### config.mk
export PLATFORM = sky130hd
export DESIGN_NAME = freq_display
export DESIGN_NICKNAME = d
export VERILOG_FILES = /design/src/rtl/freq_display_pkg.sv /design/src/rtl/freq_display_bin2bcd_seq.sv /design/src/rtl/freq_display.sv
export SDC_FILE = /design/constraint.sdc
export NUM_CORES = 1
export LEC_CHECK = 0
export ABC_AREA = 1
export BUFFER_PORTS_ARGS = -buffer_cell sky130_fd_sc_hd__buf_4
export CORE_MARGIN = 8
export CORE_UTILIZATION = 60
export CTS_CLUSTER_SIZE = 14
export DETAILED_ROUTE_END_ITERATION = 10
export HOLD_SLACK_MARGIN = 0.1
export PLACE_DENSITY = 0.8
export SYNTH_ARGS = -nofsm -noshare
export SYNTH_HDL_FRONTEND = slang
export SYNTH_SLANG_ARGS = --single-unit
### constraint.sdc
create_clock -name clk -period 2.64 [get_ports clk]
set_input_delay 0.528 -clock clk [delete_from_list [all_inputs] [get_ports clk]]
set_output_delay 0.528 -clock clk [all_outputs]
set_load 0.05 [all_outputs]
### src/rtl/freq_display_pkg.sv
// Shared types and constants for the frequency display:
// converter states, seven-segment codes and display limit.
package freq_display_pkg;

    typedef enum logic [1:0] {
        IDLE = 2'd0,
        CONV = 2'd1,
        DONE = 2'd2
    } conv_state_e;

    // Segment codes are {g,f,e,d,c,b,a}, active-low
    localparam logic [6:0] SEG_0     = 7'b1000000;
    localparam logic [6:0] SEG_1     = 7'b1111001;
    localparam logic [6:0] SEG_2     = 7'b0100100;
    localparam logic [6:0] SEG_3     = 7'b0110000;
    localparam logic [6:0] SEG_4     = 7'b0011001;
    localparam logic [6:0] SEG_5     = 7'b0010010;
    localparam logic [6:0] SEG_6     = 7'b0000010;
    localparam logic [6:0] SEG_7     = 7'b1111000;
    localparam logic [6:0] SEG_8     = 7'b0000000;
    localparam logic [6:0] SEG_9     = 7'b0010000;
    localparam logic [6:0] SEG_BLANK = 7'b1111111;

    localparam int unsigned MAX_DISPLAY = 9999;

    function automatic logic [6:0] seg_encode(input logic [3:0] nib);
        logic [6:0] s;
        unique case (nib)
            4'd0:    s = SEG_0;
            4'd1:    s = SEG_1;
            4'd2:    s = SEG_2;
            4'd3:    s = SEG_3;
            4'd4:    s = SEG_4;
            4'd5:    s = SEG_5;
            4'd6:    s = SEG_6;
            4'd7:    s = SEG_7;
            4'd8:    s = SEG_8;
            4'd9:    s = SEG_9;
            default: s = SEG_BLANK;
        endcase
        return s;
    endfunction

    // Double-dabble correction: any BCD digit >= 5 gets +3 before the shift
    function automatic logic [15:0] dabble_adjust(input logic [15:0] acc);
        logic [15:0] r;
        r = acc;
        for (int i = 0; i < 4; i++) begin
            if (r[i*4 +: 4] >= 4'd5) begin
                r[i*4 +: 4] = r[i*4 +: 4] + 4'd3;
            end
        end
        return r;
    endfunction

endpackage

### src/rtl/freq_display_bin2bcd_seq.sv
// Sequential 14-bit binary to 4-digit BCD converter (double-dabble),
// one bit per cycle; bcd only updates when a conversion completes.
module bin2bcd_seq
    import freq_display_pkg::*;
(
    input  logic        clk,
    input  logic        rst,
    input  logic        start,
    input  logic [13:0] bin,
    output logic        busy,
    output logic [15:0] bcd
);

    localparam logic [13:0] BIN_MAX = 14'(MAX_DISPLAY);
    localparam logic [3:0]  LAST_IT = 4'd13;

    conv_state_e state_q, state_d;
    logic [3:0]  cnt_q, cnt_d;
    logic [13:0] work_q, work_d;
    logic [15:0] acc_q, acc_d;
    logic [15:0] bcd_q, bcd_d;
    logic        busy_q, busy_d;

    always_comb begin
        state_d = state_q;
        cnt_d   = cnt_q;
        work_d  = work_q;
        acc_d   = acc_q;
        bcd_d   = bcd_q;
        busy_d  = busy_q;
        unique case (state_q)
            IDLE: begin
                if (start) begin
                    work_d  = (bin > BIN_MAX) ? BIN_MAX : bin;
                    acc_d   = '0;
                    cnt_d   = '0;
                    busy_d  = 1'b1;
                    state_d = CONV;
                end
            end
            CONV: begin
                {acc_d, work_d} = {dabble_adjust(acc_q), work_q} << 1;
                cnt_d = cnt_q + 4'd1;
                if (cnt_q == LAST_IT) begin
                    cnt_d   = '0;
                    state_d = DONE;
                end
            end
            DONE: begin
                bcd_d   = acc_q;
                busy_d  = 1'b0;
                state_d = IDLE;
            end
            default: begin
                state_d = IDLE;
                busy_d  = 1'b0;
            end
        endcase
    end

    always_ff @(posedge clk or negedge rst) begin
        if (!rst) begin
            state_q <= IDLE;
            cnt_q   <= '0;
            work_q  <= '0;
            acc_q   <= '0;
            bcd_q   <= '0;
            busy_q  <= 1'b0;
        end else begin
            state_q <= state_d;
            cnt_q   <= cnt_d;
            work_q  <= work_d;
            acc_q   <= acc_d;
            bcd_q   <= bcd_d;
            busy_q  <= busy_d;
        end
    end

    assign busy = busy_q;
    assign bcd  = bcd_q;

endmodule

### src/rtl/freq_display.sv
// Four-digit multiplexed seven-segment display of a 14-bit frequency,
// converted to BCD on change and scanned one digit per refresh slot.
module freq_display
    import freq_display_pkg::*;
#(
    parameter int unsigned REFRESH_DIV = 100_000,
    parameter bit          BLANK_LZ    = 1'b1
) (
    input  logic        clk,
    input  logic        rst,
    input  logic [13:0] frequency,
    output logic [6:0]  seg,
    output logic [3:0]  an,
    output logic        dp,
    output logic [15:0] bcd,
    output logic        busy
);

    localparam int unsigned DIV_W = (REFRESH_DIV > 1) ? $clog2(REFRESH_DIV) : 1;
    localparam logic [DIV_W-1:0] DIV_LAST = DIV_W'(REFRESH_DIV - 1);

    logic [13:0]      last_value_q, last_value_d;
    logic [DIV_W-1:0] div_q, div_d;
    logic [1:0]       idx_q, idx_d;
    logic [3:0]       an_q, an_d;
    logic [6:0]       seg_q, seg_d;
    logic             start;
    logic             conv_busy;
    logic [15:0]      conv_bcd;
    logic [3:0]       nib;
    logic             blank;

    // Converter is idle exactly when busy is low, so a new start is only
    // issued between conversions and always uses the latest frequency
    assign start = !conv_busy && (frequency != last_value_q);

    bin2bcd_seq u_conv (
        .clk   (clk),
        .rst   (rst),
        .start (start),
        .bin   (frequency),
        .busy  (conv_busy),
        .bcd   (conv_bcd)
    );

    always_comb begin
        last_value_d = start ? frequency : last_value_q;
        div_d = (div_q == DIV_LAST) ? '0 : div_q + 1'b1;
        idx_d = (div_q == DIV_LAST) ? idx_q + 2'd1 : idx_q;
    end

    always_comb begin
        nib   = conv_bcd[3:0];
        blank = 1'b0;
        unique case (idx_q)
            2'd0: begin
                nib   = conv_bcd[3:0];
                blank = 1'b0;
            end
            2'd1: begin
                nib   = conv_bcd[7:4];
                blank = (conv_bcd[15:4] == 12'd0);
            end
            2'd2: begin
                nib   = conv_bcd[11:8];
                blank = (conv_bcd[15:8] == 8'd0);
            end
            2'd3: begin
                nib   = conv_bcd[15:12];
                blank = (conv_bcd[15:12] == 4'd0);
            end
            default: begin
                nib   = conv_bcd[3:0];
                blank = 1'b0;
            end
        endcase
        an_d  = ~(4'b0001 << idx_q);
        seg_d = (BLANK_LZ && blank) ? SEG_BLANK : seg_encode(nib);
    end

    always_ff @(posedge clk or negedge rst) begin
        if (!rst) begin
            last_value_q <= '0;
            div_q        <= '0;
            idx_q        <= '0;
            an_q         <= 4'b1111;
            seg_q        <= SEG_BLANK;
        end else begin
            last_value_q <= last_value_d;
            div_q        <= div_d;
            idx_q        <= idx_d;
            an_q         <= an_d;
            seg_q        <= seg_d;
        end
    end

    assign an   = an_q;
    assign seg  = seg_q;
    assign dp   = 1'b1;
    assign bcd  = conv_bcd;
    assign busy = conv_busy;

endmodule

==> flow_summary.yaml <==
final_layout:
  drive_above_1_share: 0.118
  diodes: 0
  nets: 723
  synthToLayoutAreaGrowth_pct: 10.5
  design_area_sq_mm: 0.00562
min_path:
  worstHoldPathType: "in2async"
clock_network:
  clkTransAtPathRegs_ns: 0.09
  postCtsSetupBuffers: 0
  cts-root-buf: "clkbuf_8"
  clock_path_buffers: 2
  htree_levels: 3
  cts_tree: "yes"
  cts_num_sinks: 97
  postCtsHoldBufs: 0
  clk_latency_ns: 0.35
  cts_resized: 0
  cts_buffers: 9
logic_synthesis:
  ys_async_sr_fraction: 1.00
  synth_nets: 685
  avgSynthCellArea_sq_um: 7.82
  syn_area_sq_mm: 0.00508
  yosysWarnings: 0
  synth_cells: 650
  synth_edf_count: 0
  ys_ff_latch: 97
  ys.flop_type: "dfrtp_1"
  synth.distinct_cells: 32
  synth_seq_area_share: 0.480
outcome:
  status: "finished, final reports clean"
drt:
  vias: 4210
  first_iter_violations: 240
  routed_wl_um: 9930
  ant_nets: 0
  dr.pass1.iters: 5
  routed_via_density: 5.28
  drc: 0
  routedWlPerCell_um: 12.4
run:
  maxCapViolations: 0
grt:
  grt_max_degree: 63
  grt_pass1_vias: 3925
  antenna_found_initial: 0
  grt_first_pass_wirelength_um: 17200
  grt_overflow: 0
  grt.total_usage: 0.177
worst_setup_path:
  endpoint_kind: "flop"
  start_kind: "flop"
  critPathTopFamily: "adder cells"
  cp_slowest_stage_delay_ns: 0.40
  worstPathCellList: "inv_1 > ha_1 > inv_1 > nand2_1 > o22ai_1 > inv_1 > ha_1 > inv_1 > o21ai_0 > nand2_1 > nand2_1"
  crit_arrival_ns: 2.45
  crit_top_cell: "inv_1"
  crit_slowest_cell: "dfrtp_1"
  r2r_cells: 11
  path_max_fanout: 7
  reg2reg_from: "idx_q[0]"
  crit_required_ns: 2.93
  r2r_end: "seg[3]"
  crit_buf_inv: 4
  worstSetupPathType: "reg2reg"
  rrSetupSlack_ns: 0.48
sta:
  fin_crit_sh: 0.817
  tightest_slew_ns: 0.878
  slew_headroom: 0.413
  rsz0062_at_grt: "false"
  finalHoldViolCount: 0
  setup_tns_ns: 0
  finalMaxSlewViolations: 0
  skew_ns: 0.00952
  fmax_ghz: 0.464
  finalSetupViolCount: 0
  min_period_ns: 2.16
power_and_ir_drop:
  p_comb_frac: 0.480
  switching_share: 0.465
  pwr-share-seq: 0.393
  p_int_w: 0.00346
  vdd_drop_max_mv: 0.892
  clock_power_share: 0.127
  p_leak_nw: 2.98
  powerDensity_mw_per_mm2: 1150
  p_switching_w: 0.00300
floorplan:
  die_w_um: 108
  io_pins: 45
  rows: 33
  initial_core_util: 0.619
  die_area_sq_mm: 0.0117
  die_h_um: 108
  core_sq_mm: 0.00822
placed_design:
  routabilityCongestion: 0.892
  placed_area_sq_mm: 0.00546
  port_buffers: 43
  dp_hpwl_um: 7170
-- sequential cells by signal (all words and copies together) (netlist names) --
register / flops
seg: 7
u_conv.work_q: 14
idx_q: 2
div_q: 17
u_conv.state_q: 2
an: 4
u_conv.acc_q: 16
u_conv.bcd: 16
u_conv.busy: 1
last_value_q: 14
u_conv.cnt_q: 4
-- metrics by stage --
step | hold WS, ns | setup WS [ns] | util | power (W) | std cells
final | 0.123 | 0.483 | 0.684 | 0.00646 | 798
after global routing | 0.148 | 0.226 | 0.684 | 0.00702 | 798
after CTS | 0.128 | 0.495 | 0.684 | 0.00650 | 798
after detailed placement | 0.455 | 0.541 | 0.665 | 0.00567 | 782
after global placement | 0.447 | 0.591 | 0.665 | 0.00557 | 782
after floorplan | 0.232 | 0.800 | - | 0.00492 | 650
-- how the worst max path moves through the flow --
stage / from / to / slack [ns] / cells past startpoint
2_1_floorplan: idx_q[0] / seg[3] / 0.80 / 11
3_3_place_gp: idx_q[0] / seg[3] / 0.59 / 11
3_5_place_dp: idx_q[0] / seg[3] / 0.54 / 11
4_1_cts: idx_q[0] / seg[3] / 0.49 / 11
5_1_grt: idx_q[0] / seg[3] / 0.23 / 11
6_report: idx_q[0] / seg[3] / 0.48 / 11
-- cell usage in the layout (no fill, tap or decap), types with 2 or more instances in the layout --
cell,n
nand2_2,2
nor4_1,2
clkbuf_1,4
o22ai_1,2
nor3_1,5
nand3_1,56
dfstp_2,11
xor2_1,12
ha_1,19
a31oi_1,6
xnor2_1,3
a22o_1,2
clkinv_2,2
nand4_1,10
nand2_1,201
a21oi_1,22
o211ai_1,2
nor2_1,46
inv_2,3
nor2_2,2
or2_2,4
o21ai_0,52
buf_4,45
clkbuf_8,9
inv_1,78
dfrtp_1,86
-- final cells by class --
class	count	area, sq um
clock inverter	3	17.5
inverter	81	304
timing repair buffer	46	358
multi-input combinational	453	2230
clock buffer	13	139
sequential	97	2440
tap	105	131
fill	678	2600
-- logic make-up after synthesis --
family,share of synthesized area
AND/OR/NAND/NOR,0.274
XOR/XNOR,0.0258
buffers and inverters,0.0819
flip-flops,0.480
adder cells (fa/ha/maj),0.0468
AO/OA/AOI/OAI,0.0906
other,0.000737
-- layer usage --
| layer | share of wire | global-route usage | vias up |
|---|---|---|---|
| met3 | 0.039 | 0.0297 | 10 |
| met4 | 0.010 | 0.0575 | 0 |
| met1 | 0.47 | 0.220 | 1972 |
| met5 | 0 | 0 | - |
| met2 | 0.48 | 0.305 | 93 |
| li1 | - | - | 2135 |
-- cell usage after synthesis, types with 4 or more instances --
| cell | count | area share |
|---|---|---|
| buf_4 | 4 | 0.0059 |
| nor3_1 | 5 | 0.0049 |
| nand2_1 | 201 | 0.15 |
| a21oi_1 | 22 | 0.022 |
| nand3_1 | 56 | 0.055 |
| nor2_1 | 46 | 0.034 |
| ha_1 | 19 | 0.047 |
| dfstp_2 | 11 | 0.057 |
| o21ai_0 | 52 | 0.051 |
| dfrtp_1 | 86 | 0.42 |
| nand4_1 | 10 | 0.012 |
| clkbuf_1 | 7 | 0.0052 |
| xor2_1 | 12 | 0.021 |
| a31oi_1 | 6 | 0.0074 |
| inv_1 | 78 | 0.058 |
| or2_2 | 4 | 0.0049 |
-- power groups by stage --
| stage | clock [W] | sequential, W | combinational (W) |
|---|---|---|---|
| 3_3_place_gp | 0 | 0.00254 | 0.00303 |
| 4_1_cts | 0.000839 | 0.00253 | 0.00313 |
| 5_1_grt | 0.000900 | 0.00262 | 0.00350 |
| 6_report | 0.000821 | 0.00254 | 0.00310 |
| 2_1_floorplan | 0 | 0.00307 | 0.00185 |
| 3_5_place_dp | 0 | 0.00256 | 0.00312 |
No activity file was read; power rests on OpenSTA's default activity.
